<file path="src/rtl/mult_sched_pkg.sv">
// mult_sched_pkg: shared constants, index-width helper and pipeline stage type
// for the round-robin multiplier scheduler (mult_sched, rr_arbiter).
package mult_sched_pkg;

   localparam int LAT_MIN    = 1;
   localparam int LAT_MAX    = 4;
   localparam int ID_MAX_W   = 4;
   localparam int PROD_MAX_W = 64;

   // Requester-index width; a single requester still needs one bit.
   function automatic int idx_w(input int n);
      return (n > 2) ? $clog2(n) : 1;
   endfunction

   // One multiplier pipeline stage. Fields are sized for the largest
   // supported configuration; the top slices them to its parameters.
   typedef struct packed {
      logic                  valid;
      logic [ID_MAX_W-1:0]   id;
      logic [PROD_MAX_W-1:0] product;
   } stage_t;

endpackage

</file>
<file path="src/rtl/rr_arbiter.sv">
// rr_arbiter: round-robin single grant, search starts at i_ptr.
// Ports: i_req (request vector), i_ptr (start index), i_en (grant enable),
//        o_gnt (one-hot grant, zero when disabled), o_idx (winning index).
module rr_arbiter
   import mult_sched_pkg::*;
#(
   parameter int N = 4
) (
   input  logic [N-1:0]        i_req,
   input  logic [idx_w(N)-1:0] i_ptr,
   input  logic                i_en,
   output logic [N-1:0]        o_gnt,
   output logic [idx_w(N)-1:0] o_idx
);

   localparam int IW = idx_w(N);

   always_comb begin : p_arb
      logic          w_found;
      int            w_j;
      logic [IW-1:0] w_sel;
      w_found = 1'b0;
      w_j     = 0;
      w_sel   = '0;
      o_gnt   = '0;
      o_idx   = '0;
      for (int k = 0; k < N; k++) begin
         // Wrap the rotated position without a modulo.
         w_j = int'(i_ptr) + k;
         if (w_j >= N) w_j = w_j - N;
         w_sel = IW'(w_j);
         if (!w_found && i_req[w_sel]) begin
            w_found      = 1'b1;
            o_gnt[w_sel] = 1'b1;
            o_idx        = w_sel;
         end
      end
      if (!i_en) o_gnt = '0;
   end

endmodule

</file>
<file path="src/rtl/mult_sched.sv">
// mult_sched: round-robin scheduler feeding a LATENCY-deep shared multiplier.
// Ports: clk, rst (async, active-high); req_valid/req_ready/req_a/req_b/
//        req_signed per requester; rsp_valid/rsp_ready/rsp_id/rsp_product.
//        Optional op_count (16-bit saturating transfer count) when the
//        macro MULT_SCHED_PERF_EN is defined.
module mult_sched
   import mult_sched_pkg::*;
#(
   parameter int NUM_REQ = 4,
   parameter int WIDTH   = 8,
   parameter int LATENCY = 2
) (
   input  logic                       clk,
   input  logic                       rst,
   input  logic [NUM_REQ-1:0]         req_valid,
   output logic [NUM_REQ-1:0]         req_ready,
   input  logic [NUM_REQ*WIDTH-1:0]   req_a,
   input  logic [NUM_REQ*WIDTH-1:0]   req_b,
   input  logic [NUM_REQ-1:0]         req_signed,
   output logic                       rsp_valid,
   input  logic                       rsp_ready,
   output logic [idx_w(NUM_REQ)-1:0]  rsp_id,
   output logic [2*WIDTH-1:0]         rsp_product
`ifdef MULT_SCHED_PERF_EN
   ,
   output logic [15:0]                op_count
`endif
);

   localparam int IW  = idx_w(NUM_REQ);
   localparam int LAT = (LATENCY < LAT_MIN) ? LAT_MIN :
                        (LATENCY > LAT_MAX) ? LAT_MAX : LATENCY;

   stage_t              r_stg [LAT];
   logic [IW-1:0]       r_ptr;

   logic                w_adv;
   logic                w_en;
   logic                w_xfer;
   logic [NUM_REQ-1:0]  w_gnt;
   logic [IW-1:0]       w_idx;
   logic [WIDTH-1:0]    w_a;
   logic [WIDTH-1:0]    w_b;
   logic                w_sgn;
   logic [2*WIDTH-1:0]  w_ea;
   logic [2*WIDTH-1:0]  w_eb;
   logic [2*WIDTH-1:0]  w_prod;
   logic                w_unused;

   // The whole pipeline freezes while the output is held.
   assign w_adv = !r_stg[LAT-1].valid || rsp_ready;
   // Reset also masks grants so req_ready reads zero during reset.
   assign w_en  = w_adv && !rst;

   rr_arbiter #(.N(NUM_REQ)) u_arb (
      .i_req (req_valid),
      .i_ptr (r_ptr),
      .i_en  (w_en),
      .o_gnt (w_gnt),
      .o_idx (w_idx)
   );

   assign req_ready = w_gnt;
   assign w_xfer    = |w_gnt;

   always_comb begin
      w_a   = '0;
      w_b   = '0;
      w_sgn = 1'b0;
      for (int i = 0; i < NUM_REQ; i++) begin
         if (w_idx == IW'(i)) begin
            w_a   = req_a[i*WIDTH +: WIDTH];
            w_b   = req_b[i*WIDTH +: WIDTH];
            w_sgn = req_signed[i];
         end
      end
   end

   // Extend to full width first so the low half of the product is exact
   // for both signed and unsigned operands.
   assign w_ea   = w_sgn ? {{WIDTH{w_a[WIDTH-1]}}, w_a} : {{WIDTH{1'b0}}, w_a};
   assign w_eb   = w_sgn ? {{WIDTH{w_b[WIDTH-1]}}, w_b} : {{WIDTH{1'b0}}, w_b};
   assign w_prod = w_ea * w_eb;

   always_ff @(posedge clk or posedge rst) begin
      if (rst) begin
         r_ptr <= '0;
         for (int k = 0; k < LAT; k++) r_stg[k] <= '0;
      end else if (w_adv) begin
         if (w_xfer) begin
            r_ptr <= (int'(w_idx) == NUM_REQ - 1) ? '0 : w_idx + 1'b1;
         end
         r_stg[0].valid   <= w_xfer;
         r_stg[0].id      <= w_xfer ? ID_MAX_W'(w_idx) : '0;
         r_stg[0].product <= w_xfer ? PROD_MAX_W'(w_prod) : '0;
         for (int k = 1; k < LAT; k++) r_stg[k] <= r_stg[k-1];
      end
   end

   assign rsp_valid   = r_stg[LAT-1].valid;
   assign rsp_id      = r_stg[LAT-1].id[IW-1:0];
   assign rsp_product = r_stg[LAT-1].product[2*WIDTH-1:0];

   // Upper struct bits beyond this configuration are constant zero.
   assign w_unused = ^{r_stg[LAT-1].id, r_stg[LAT-1].product};

`ifdef MULT_SCHED_PERF_EN
   logic [15:0] r_op_count;

   always_ff @(posedge clk or posedge rst) begin
      if (rst) begin
         r_op_count <= '0;
      end else if (w_xfer && r_op_count != 16'hFFFF) begin
         r_op_count <= r_op_count + 16'd1;
      end
   end

   assign op_count = r_op_count;
`endif

endmodule

</file>
<file path="config.mk">
export PLATFORM = sky130hd
export DESIGN_NAME = mult_sched
export DESIGN_NICKNAME = d
export VERILOG_FILES = /design/src/rtl/mult_sched_pkg.sv /design/src/rtl/rr_arbiter.sv /design/src/rtl/mult_sched.sv
export SDC_FILE = /design/constraint.sdc
export NUM_CORES = 1
export LEC_CHECK = 0
export ABC_AREA = 1
export CORE_ASPECT_RATIO = 0.5
export CORE_MARGIN = 4
export CORE_UTILIZATION = 40
export CTS_CLUSTER_DIAMETER = 100
export DETAILED_ROUTE_END_ITERATION = 16
export PLACE_DENSITY_LB_ADDON = 0.15
export SYNTH_ARGS = -nofsm -noshare
export SYNTH_HDL_FRONTEND = slang
export SYNTH_SLANG_ARGS = --single-unit
</file>
<file path="constraint.sdc">
create_clock -name clk -period 22.2 [get_ports clk]
set_input_delay 4.44 -clock clk [delete_from_list [all_inputs] [get_ports clk]]
set_output_delay 4.44 -clock clk [all_outputs]
set_load 0.03 [all_outputs]
</file>
==> flow_metrics.py <==
metrics = {
    "status": {
        "run_status": "complete, no violations",
    },
    "drt": {
        "antenna_left": 0,
        "wl_um": 15800,
        "vias_per_cell": 4.57,
        "drc_errors": 0,
        "vias": 5449,
        "dr.pass1.iters": 5,
        "first_iter_violations": 276,
        "routedWlPerCell_um": 13.2,
    },
    "clock_network": {
        "cts_made_buffers": 5,
        "cts.htree.levels": 2,
        "cts_resized": 0,
        "clockBufferDepth": 2,
        "clockRootBuffer": "clkbuf_16",
        "ctsHoldBuffers": 0,
        "cts_sinks": 40,
        "postCtsSetupBuffers": 0,
        "clock_latency_ps": 290,
        "path_clk_slew_ps": 60,
        "cts_tree": "built",
    },
    "synth": {
        "synth_seq_cells": 40,
        "synth_fa_ha_area_frac": 0.324,
        "synthSimpleGateAreaFrac": 0.244,
        "synthXorXnorAreaFrac": 0.0248,
        "synth_nets": 1104,
        "synth_top_family_by_area": "adder cells",
        "synth.area.mux_share": 0.00149,
        "synth.distinct_cells": 42,
        "seq_area_frac_synth": 0.149,
        "syn_area_per_cell_um2": 7.49,
        "synthCells": 896,
        "yosysWarnings": 0,
        "syn-cell-area_um2": 6710,
        "synth_compound_area_frac": 0.0850,
    },
    "critical_path": {
        "cp-start-kind": "input pin",
        "max_stage_delay_ps": 730,
        "cp-end-kind": "flip-flop",
        "crit_slowest_cell": "ha_1",
        "arrival_ps": 13120,
        "crit_fanout": 19,
        "cp.required_ps": 22370,
        "crit_type": "in -> reg",
    },
    "sta": {
        "drv_slew": 0,
        "grt_setup_unrepaired": "false",
        "setup_viol_count_final": 0,
        "layout_min_cycle_time_ps": 12950,
        "slew_headroom": 0.448,
        "timing.final.crit_share": 0.583,
        "tns_ps": 0,
        "max_slew.worst_pin.slew_ps": 828,
        "finClkSkew_ps": 6.90,
        "max_freq_ghz": 0.0772,
        "hold_viol_final": 0,
    },
    "global_route": {
        "grt_first_pass_wirelength_um": 27300,
        "grt_antenna_before_repair": 0,
        "grt_overflow": 0,
        "grt_max_degree": 41,
        "grt_pass1_vias": 5526,
        "groute.usage.overall": 0.177,
    },
    "placement": {
        "dp_hpwl_um": 13500,
        "finalWeightedCongestion": 0.886,
        "port_buffers": 97,
    },
    "die": {
        "die_h_um": 99.6,
        "core.rowCount": 33,
        "start_util": 0.409,
        "ios": 98,
        "core_um2": 16400,
        "die_w_um": 191,
        "die-area_um2": 19000,
    },
    "cells_and_area": {
        "mostFrequentLayoutCell": "inv_1",
        "nNetsFinal": 1173,
        "layout-drive-gt1-share": 0.0963,
        "most-common-layout-cells": "inv_1, nand2_1, clkdlybuf4s50_1",
        "fillers": 1668,
        "antenna_cells": 0,
        "areaGrowthSynthToFinish_pct": 17.2,
    },
    "flow_run": {
        "max_cap_violations": 0,
    },
    "worst_hold_path": {
        "hp-class": "reg -> reg",
    },
}
==> cells by family after synthesis <==
kind of cell,after synthesis
compound gates,93
flops,40
xor+xnor,19
fa+ha+maj,133
buf+inv,269
simple gates,341
mux,1
==> stage by stage <==
| step | setup slack, ps | hold WS [ps] | cells | area [um^2] | util |
|---|---|---|---|---|---|
| CTS | 9340 | 456 | 1193 | 7860 | 0.480 |
| global placement | 9180 | 433 | 1185 | 7710 | 0.470 |
| floorplan | 10990 | 420 | 896 | 6710 | - |
| detailed placement | 9060 | 439 | 1185 | 7710 | 0.470 |
| global route | 8560 | 476 | 1193 | 7860 | 0.480 |
| finish | 9250 | 447 | 1193 | 7860 | 0.480 |
==> worst max-delay path, delay by kind of cell <==
kind            cells  cell delay, ps
compound gates      7            1680
fa+ha+maj           8            3970
buf+inv             9            1260
simple gates       17            1740
==> flip-flops by register name, summed over array words and instances, names as in the netlist <==
| register | cells |
|---|---|
| r_ptr | 2 |
| r_stg | 19 |
| rsp_id | 2 |
| rsp_product | 16 |
| rsp_valid | 1 |
==> cell type report <==
class                           instances  area (um^2)  area share
Clock buffer                            7          143      0.0181
Multi-Input combinational cell        587         4560       0.580
Sequential cell                        40         1000       0.127
Inverter                              231          875       0.111
Tap cell                              227          284      0.0361
Timing Repair Buffer                  100          993       0.126
Clock inverter                          1         7.51    0.000955
==> path summary, 6_finish.rpt <==
path | start | endpoint | slack [ps] | depth (start not counted)
max | req_valid[3] | r_stg[84] | 9250 | 41
min | r_stg[137] | rsp_valid | 450 | 2
max reg2reg | r_ptr[0] | r_stg[84] | 12930 | 41
min reg2reg | r_stg[137] | rsp_valid | 450 | 2
max in group asynchronous | rst | rsp_product[14] | 17170 | 3
min in group asynchronous | rst | rsp_product[1] | 4660 | 3
==> cell usage after synthesis <==
master	number	share of area
a21boi_2	1	0.0017
a21oi_1	27	0.020
a22oi_1	8	0.0090
a31oi_1	3	0.0028
buf_2	4	0.0030
buf_4	21	0.023
buf_6	7	0.012
clkbuf_1	6	0.0034
dfrtp_1	40	0.15
fa_1	68	0.20
ha_1	65	0.12
inv_1	220	0.12
inv_2	8	0.0045
inv_4	3	0.0028
mux2i_1	1	0.0015
nand2_1	189	0.11
nand2_2	24	0.022
nand2_4	10	0.017
nand2_8	2	0.0060
nand3_1	20	0.015
nand3_2	5	0.0075
nand3_4	3	0.0078
nand4_1	1	0.00093
nand4_2	2	0.0037
nor2_1	68	0.038
nor2_2	5	0.0047
nor2_4	5	0.0084
nor3_1	2	0.0015
nor3b_1	1	0.0011
o211ai_1	1	0.0011
o21a_1	1	0.0011
o21ai_0	30	0.022
o21ai_1	10	0.0075
o21ai_2	2	0.0026
o21bai_1	1	0.0011
o21bai_2	1	0.0017
o22ai_1	1	0.00093
o22ai_2	7	0.013
or2_2	3	0.0028
or2_4	1	0.0013
xnor2_1	11	0.014
xor2_1	8	0.010
==> layer usage <==
layer / global-route usage / share of wire
met1: 0.260 / 0.51
met3: 0.0228 / 0.044
met2: 0.286 / 0.44
met4: 0.0276 / 0.0098
met5: 0 / 0
Power is not shown: default switching activity piles up to over one toggle a cycle in this logic, so the estimate is an artifact.
